$ cat src/rtl/config_loader_if.sv
// Serial bitstream handshake plus shared tile configuration bus.
// The loader side uses the master modport; the bitstream source and
// tile array side use the slave modport.
interface config_loader_if #(
  parameter int ADDR_W = 6,
  parameter int DATA_W = 88
) ();
  logic              bit_in;
  logic              bit_valid;
  logic              bit_ready;
  logic              config_en;
  logic [ADDR_W-1:0] config_addr;
  logic [0:DATA_W-1] config_data;

  modport master (
    input  bit_in, bit_valid,
    output bit_ready, config_en, config_addr, config_data
  );

  modport slave (
    output bit_in, bit_valid,
    input  bit_ready, config_en, config_addr, config_data
  );
endinterface

$ cat src/rtl/config_loader.sv
// Serial configuration loader: assembles {address, config word} frames
// from a one-bit-per-handshake stream and writes each completed frame to
// the tile array with a single-cycle config_en strobe.
//
// state  | meaning
// IDLE   | waiting for start after reset
// SHIFT  | accepting frame bits
// COMMIT | one-cycle write strobe of the completed frame
// DONE   | all frames committed; waiting for a new start
module config_loader #(
  parameter int ADDR_W     = 6,
  parameter int DATA_W     = 88,
  parameter int NUM_FRAMES = 4,
  localparam int FC_W      = $clog2(NUM_FRAMES + 1)
) (
  input  logic             clk,
  input  logic             rst,
  input  logic             start,
  config_loader_if.master  bus,
  output logic             busy,
  output logic             done,
  output logic [FC_W-1:0]  frame_cnt
);

  localparam int FRAME_W = ADDR_W + DATA_W;
  localparam int CNT_W   = $clog2(FRAME_W);

  typedef enum logic [1:0] {IDLE, SHIFT, COMMIT, DONE} state_t;

  state_t            state;
  state_t            state_nxt;
  logic [CNT_W-1:0]  bit_cnt;
  logic [CNT_W-1:0]  data_idx;
  logic [ADDR_W-1:0] addr_sr;
  // The final data bit is taken straight from bit_in at commit time,
  // so the assembly register stops one bit short of the full word.
  logic [0:DATA_W-2] data_sr;
  logic              ready;
  logic              accept;
  logic              last_bit;
  logic              restart;

  assign accept   = ready && bus.bit_valid;
  assign last_bit = (bit_cnt == CNT_W'(FRAME_W - 1));
  assign data_idx = bit_cnt - CNT_W'(ADDR_W);
  assign restart  = start && ((state == IDLE) || (state == DONE));

  // State register.
  always_ff @(posedge clk or posedge rst) begin
    if (rst) state <= IDLE;
    else     state <= state_nxt;
  end

  // Next-state logic and state-decoded outputs.
  always_comb begin
    state_nxt     = state;
    ready         = 1'b0;
    bus.config_en = 1'b0;
    busy          = 1'b0;
    done          = 1'b0;
    case (state)
      IDLE: begin
        if (start) state_nxt = SHIFT;
      end
      SHIFT: begin
        ready = 1'b1;
        busy  = 1'b1;
        if (accept && last_bit) state_nxt = COMMIT;
      end
      COMMIT: begin
        bus.config_en = 1'b1;
        busy          = 1'b1;
        if (frame_cnt + FC_W'(1) == FC_W'(NUM_FRAMES)) state_nxt = DONE;
        else                                           state_nxt = SHIFT;
      end
      DONE: begin
        done = 1'b1;
        if (start) state_nxt = SHIFT;
      end
      default: state_nxt = IDLE;
    endcase
    bus.bit_ready = ready;
  end

  // Frame assembly, output capture on COMMIT entry, and counters.
  always_ff @(posedge clk or posedge rst) begin
    if (rst) begin
      bit_cnt         <= '0;
      frame_cnt       <= '0;
      addr_sr         <= '0;
      data_sr         <= '0;
      bus.config_addr <= '0;
      bus.config_data <= '0;
    end else begin
      if (restart) begin
        bit_cnt   <= '0;
        frame_cnt <= '0;
      end
      if (accept) begin
        if (last_bit) begin
          bit_cnt         <= '0;
          bus.config_addr <= addr_sr;
          bus.config_data <= {data_sr, bus.bit_in};
        end else begin
          bit_cnt <= bit_cnt + CNT_W'(1);
        end
        if (bit_cnt < CNT_W'(ADDR_W)) addr_sr <= {addr_sr[ADDR_W-2:0], bus.bit_in};
        else if (!last_bit)           data_sr[data_idx] <= bus.bit_in;
      end
      if (state == COMMIT) frame_cnt <= frame_cnt + FC_W'(1);
    end
  end

endmodule

$ cat src/flat_wrapper.sv
// flat-port wrapper written by rule: the top's interface ports become plain ports
module config_loader_flat 
#(
  parameter int ADDR_W     = 6,
  parameter int DATA_W     = 88,
  parameter int NUM_FRAMES = 4,
  localparam int FC_W      = $clog2(NUM_FRAMES + 1)
)
  (clk, rst, start, busy, done, frame_cnt, bus_bit_in, bus_bit_valid, bus_bit_ready, bus_config_en, bus_config_addr, bus_config_data);
  config_loader_if #(.ADDR_W(ADDR_W), .DATA_W(DATA_W)) bus_i ();
  input  logic clk;
  input  logic rst;
  input  logic start;
  output logic busy;
  output logic done;
  output logic [FC_W-1:0] frame_cnt;
  input wire logic [$bits(bus_i.bit_in)-1:0] bus_bit_in;
  input wire logic [$bits(bus_i.bit_valid)-1:0] bus_bit_valid;
  output wire logic [$bits(bus_i.bit_ready)-1:0] bus_bit_ready;
  output wire logic [$bits(bus_i.config_en)-1:0] bus_config_en;
  output wire logic [$bits(bus_i.config_addr)-1:0] bus_config_addr;
  output wire logic [$bits(bus_i.config_data)-1:0] bus_config_data;
  assign bus_i.bit_in = bus_bit_in;
  assign bus_i.bit_valid = bus_bit_valid;
  assign bus_bit_ready = bus_i.bit_ready;
  assign bus_config_en = bus_i.config_en;
  assign bus_config_addr = bus_i.config_addr;
  assign bus_config_data = bus_i.config_data;
  config_loader #(.ADDR_W(ADDR_W), .DATA_W(DATA_W), .NUM_FRAMES(NUM_FRAMES)) u_core (.clk(clk), .rst(rst), .start(start), .bus(bus_i), .busy(busy), .done(done), .frame_cnt(frame_cnt));
endmodule
$ cat config.mk
export PLATFORM = sky130hd
export DESIGN_NAME = config_loader_flat
export DESIGN_NICKNAME = d
export VERILOG_FILES = /design/src/rtl/config_loader_if.sv /design/src/rtl/config_loader.sv /design/src/flat_wrapper.sv
export SDC_FILE = /design/constraint.sdc
export NUM_CORES = 1
export LEC_CHECK = 0
export CAP_MARGIN = 0
export CORE_MARGIN = 4
export CORE_UTILIZATION = 50
export CTS_CLUSTER_SIZE = 30
export DETAILED_ROUTE_END_ITERATION = 12
export GPL_ROUTABILITY_DRIVEN = 0
export GPL_TIMING_DRIVEN = 0
export PLACE_DENSITY = 0.79
export SETUP_SLACK_MARGIN = 0.5
export SLEW_MARGIN = 0
export SYNTH_ARGS = -nofsm -noshare
export SYNTH_HDL_FRONTEND = slang
export SYNTH_SLANG_ARGS = --single-unit
$ cat constraint.sdc
create_clock -name clk -period 7.2 [get_ports clk]
set_input_delay 1.44 -clock clk [delete_from_list [all_inputs] [get_ports clk]]
set_output_delay 1.44 -clock clk [all_outputs]
set_load 0.02 [all_outputs]
* Word-level counts from Yosys, hierarchy flattened
Cells that the tools add are included.
Operators by class: eq/ne operators 7, $add $sub $neg 3, bitwise operators 3, order comparisons 3, reduce and logical (&&, ||, !) cells 14, muxes and demuxes 16
Operators by type and width (count):
- 87-bit bitwise mux | 1
- 7-bit two-way mux | 3
- 8-bit >= comparator, second input constant | 1
- 8-bit by 1-bit < comparator with 1-bit output, second input constant | 1
- 7-bit NOT with 8-bit output | 1
- 7-bit by 1-bit adder with 7-bit output, second input constant | 1
- 1-bit demux with 7-bit select | 1
- 7-bit == test, second input constant | 1
- 7-bit by 3-bit < comparator with 1-bit output, second input constant | 1
- 7-bit by 3-bit subtractor with 7-bit output, second input constant | 1
- 2-bit two-way mux | 3
- 3-bit two-way mux | 2
- 2-bit case mux with 3 select lines | 1
- 2-bit AND reduction | 3
- 1-bit two-way mux | 5
- 2-bit == test, second input constant | 2
- 1-bit logical AND | 4
- 2-bit by 1-bit != test with 1-bit output, second input constant | 2
- 2-bit nonzero test | 2
- 2-bit OR reduction | 2
- 3-bit by 1-bit adder with 3-bit output, second input constant | 1
- 3-bit == test, second input constant | 1
- 3-bit AND reduction | 1
- 2-bit by 1-bit == test with 1-bit output, second input constant | 1
- 3 further kinds | 4
Word-level totals: output and inout port bits 101, input bits 5, word-level logic and storage cells 53, bits in registers 199

* Logic depth before layout (Yosys ltp)
word-level depth 7, mapped depth 10, depth with buffers taken out 6

* Least setup slack after synthesis
Ideal clock, no wire load.
kind input -> register, from input port bus_bit_valid, to register u_core.data_sr[43] (netlist name), path buffers 2, stages on the path 6, data required time 7.075 ns, arrival 2.701 ns, slack 4.374 ns, library setup time 0.125 ns, cells stage by stage and2_1 clkbuf_1 o21ai_4 buf_4 nor4_1 mux2_2
Between the ends: word-level cells in the longest chain between the ends 2
Ends and longest elaborated chain:
- from (decl) | line flat_wrapper.sv:18 | input wire logic [$bits(bus_i.bit_valid)-1:0] bus_bit_valid;
- 1-bit logical AND | line config_loader.sv:43 | assign accept = ready && bus.bit_valid;
- 3-bit AND reduction (no line)
- to (signal, indexed assignment) | line config_loader.sv:108 | else if (!last_bit) data_sr[data_idx] <= bus.bit_in;
- to (decl) | line config_loader.sv:37 | logic [0:DATA_W-2] data_sr;
Every way passes these cells. A chain may end at the register's enable or synchronous reset.

* Final worst setup path
from register u_core.state[0], to output port busy
Between the ends: word-level cells in the longest chain between the ends 3, elaborated cells between the ends (all ways) 4, classes of those cells 2 x eq/ne; 1 x mux; 1 x reduce/logical
Ends and longest elaborated chain:
- from (decl) | line config_loader.sv:30 | state_t state;
- from (signal assigned) | line config_loader.sv:51 | else state <= state_nxt;
- 2-bit by 1-bit == test with 1-bit output / 2-bit == test (equally long branches) | line config_loader.sv:61 | case (state)
- 2-bit OR reduction (no line) (*)
- 1-bit two-way mux (*) | line config_loader.sv:61
- to (decl) | line flat_wrapper.sv:14 | output logic busy;
Mark *: on every way between the ends. The rest lies on a longest branch, timed or not.

==> reports/results.ini <==
[status]
status=complete, no violations

[cts]
htreeDepth=4
cts_tree=built
postCtsHoldBufs=0
cts.repair.resized=0
clk_latency_ns=0.44
clk_pin_slew_ns=0.07
cts_setup_buffers=0
cts.sinks=199
clock_path_buffers=2
cts_made_buffers=17
cts_root_buffer=clkbuf_16

[sta]
min_period_ns=3.40
setup_viol=0
setup_slack_ns=3.80
hold_violations=0
finalSetupTns_ns=0
worstMarginPinSlew_ns=0.803
fmax_mhz=294
skew_ns=0.00819
fin_crit_sh=0.472
slew_violations=0
maxSlewHeadroom=0.464
hold_slack_ns=0.493
rsz0062_at_grt=false

[logic_synthesis]
synth_xor_area_frac=0.00302
synthSimpleGateAreaFrac=0.0874
ys_seq_area_frac=0.573
synth.net_count=649
netlist.area_leader.share=0.573
synthAdderAreaFrac=0.0101
synth_compound_gate_area_share=0.0445
avgSynthCellArea_sq_um=13.6
synth_seq_cells=199
syn_inst=637
synthTopCellsByArea=dfrtp_1, mux2_2, mux2_1, nand3_1, buf_2
yosys_warnings=0
synthFlopType=dfrtp_1
synthMuxAreaShare=0.247
yosys.area.top_type=dfrtp_1
synth-edff-count=0
synthArstFlopShare=1.00
syn-cell-area_sq_um=8690
ys_types=55
synth_top_family_by_area=multiplexers

[drt]
vias_per_cell=5.64
wl_per_cell_um=19.4
drc_errors=0
vias=5615
drtAntennaViolNets=0
first_iter_violations=299
drt-total-wl_um=19400
first_pass_iters=4

[final_layout]
multi_input_area_sq_um=3410
areaGrowthSynthToFinish_pct=23.4
final.fill_count=1254
final_util=0.638
seqCellArea_sq_um=4980
n_antenna_cell=0
finalNetCount=776
final_layout_size_suffix_gt1_frac=0.317

[floorplanning]
die_x_um=140
die_area_sq_um=19600
ios=106
initial_core_util=0.517
core_sq_um=16800
fp.dieH_um=140
rows=47

[place]
hpwl_um=13900
dp_slack_ns=3.55
io_buffers=104

[worst_setup_path]
r2r_end=u_core.data_sr[76]
reg2reg_slack_ns=4.72
crit_family=buffers and inverters
r2r_start=u_core.state[1]
criticalPathCategory=register to output port
crit_path_max_fanout=5
cp-start-kind=register
cp_slowest_cell=clkdlybuf4s50_1
cp_cell_sequence=inv_1, ha_1, inv_1, clkdlybuf4s50_1
cp-end-kind=output port
slowest_delay_ns=0.60
cp.arrival_ns=1.96
reg2reg_depth=8
path_buf_inv=3
cpMostUsedCell=inv_1
crit_required_ns=5.76

[global_route]
grt_max_degree=46
overflow=0
grtUsageTotal=0.206
grt_pass1_wl_um=32100
grt_pass1_vias=5973
antenna_found_initial=0

[power]
power.leakage_nw=5.02
irDropWorstVdd_mv=0.169
p_per_area_nw_per_um2=230

[worst_hold_path]
min_to=u_core.data_sr[41]
hp-start=u_core.data_sr[41]
hold_depth=1
hold_class=register to register

[run]
drv_cap=0

==> logic make-up (layout without fill, tap and decap cells) <==
logic type               Yosys count  after routing
AO/OA/AOI/OAI                     48             48
buffers and inverters             60            199
multiplexers                     190            190
XOR/XNOR                           3              3
adder cells (fa/ha/maj)            7              7
flip-flops                       199            199
AND/OR/NAND/NOR                  130            130
==> per-layer routing <==
metal / vias to the layer above / GRT usage / wire, um
li1: 2547 / - / -
met1: 2877 / 0.278 / 8500
met2: 166 / 0.337 / 9530
met3: 25 / 0.0429 / 1050
met4: 0 / 0.0627 / 295
met5: - / 0 / 0
==> placed cells by master (no fill, tap or decap), types with 3 or more instances in the layout <==
cell type / Yosys / routed
nand4_1: 9 / 9
inv_1: 9 / 8
o211ai_1: 7 / 7
clkbuf_1: 15 / 15
bufinv_16: 0 / 4
buf_12: 0 / 4
nor2_1: 4 / 4
mux2_1: 34 / 34
a211oi_2: 5 / 5
nand2_1: 23 / 23
buf_4: 13 / 13
a21oi_1: 7 / 7
inv_6: 0 / 5
nand3_1: 30 / 30
clkbuf_16: 0 / 17
o21ai_0: 13 / 13
nor4_1: 14 / 14
dfrtp_1: 199 / 199
clkinvlp_4: 0 / 3
mux2_2: 152 / 152
nor3_1: 22 / 22
clkdlybuf4s50_1: 0 / 104
buf_2: 23 / 23
ha_1: 7 / 7
nand2b_1: 3 / 3
==> synth_stat cells, types with 3 or more instances <==
cell,count
a21oi_1,7
buf_2,23
nand3_1,30
o211ai_1,7
nand2_1,23
clkbuf_1,15
nand2b_1,3
nand4_1,9
ha_1,7
inv_1,9
a211oi_2,5
nor4_1,14
mux2_1,34
buf_4,13
dfrtp_1,199
mux2_2,152
o21ai_0,13
nor2_1,4
nor3_1,22
==> worst reg2reg max path: stages (launching register included) <==
cell	delay, ns
dfrtp_1	0.40
inv_1	0.09
ha_1	0.24
and2_1	0.15
clkbuf_1	0.31
o21ai_4	0.19
buf_4	0.22
nor4_1	0.39
mux2_2	0.38
==> per-stage QoR <==
stage	power (W)	std cells	instance area (sq um)
2_1_floorplan	0.00138	637	8690
3_3_place_gp	0.00144	961	10000
3_5_place_dp	0.00146	965	10100
4_1_cts	0.00249	996	10700
5_1_grt	0.00256	996	10700
6_report	0.00247	996	10700
==> flip-flops by register name, indices dropped and copies added, names as in the netlist <==
register                count
u_core.addr_sr              6
u_core.bit_cnt              7
u_core.bus.config_data     88
u_core.bus.config_addr      6
u_core.state                2
u_core.data_sr             87
u_core.frame_cnt            3
==> how the worst max path moves through the flow <==
stage,from,end,slack [ns],cells after the start
3_3_place_gp,rst,u_core.bus.config_data[32],1.91,2
4_1_cts,u_core.state[0],busy,3.80,4
5_1_grt,u_core.state[0],busy,3.72,4
3_5_place_dp,bus_bit_valid,u_core.data_sr[76],3.55,7
2_1_floorplan,rst,u_core.addr_sr[0],3.19,1
6_report,u_core.state[0],busy,3.80,4
==> report_power, final <==
| part | total (W) | switching (W) | internal, W |
|---|---|---|---|
| sequential | 0.00117 | 0.0000199 | 0.00115 |
| clock | 0.00102 | 0.000434 | 0.000590 |
| combinational | 0.000278 | 0.000182 | 0.0000966 |
==> final cells by class <==
type,instances,area share
plain buffers,51,0.0251
clock buffers,17,0.0397
clock inverters,14,0.0196
inverters,9,0.00350
multi-input cells,378,0.318
flip-flops and latches,199,0.464
well taps,220,0.0257
repair buffers,108,0.105
No activity file was read; power rests on OpenSTA's default activity.
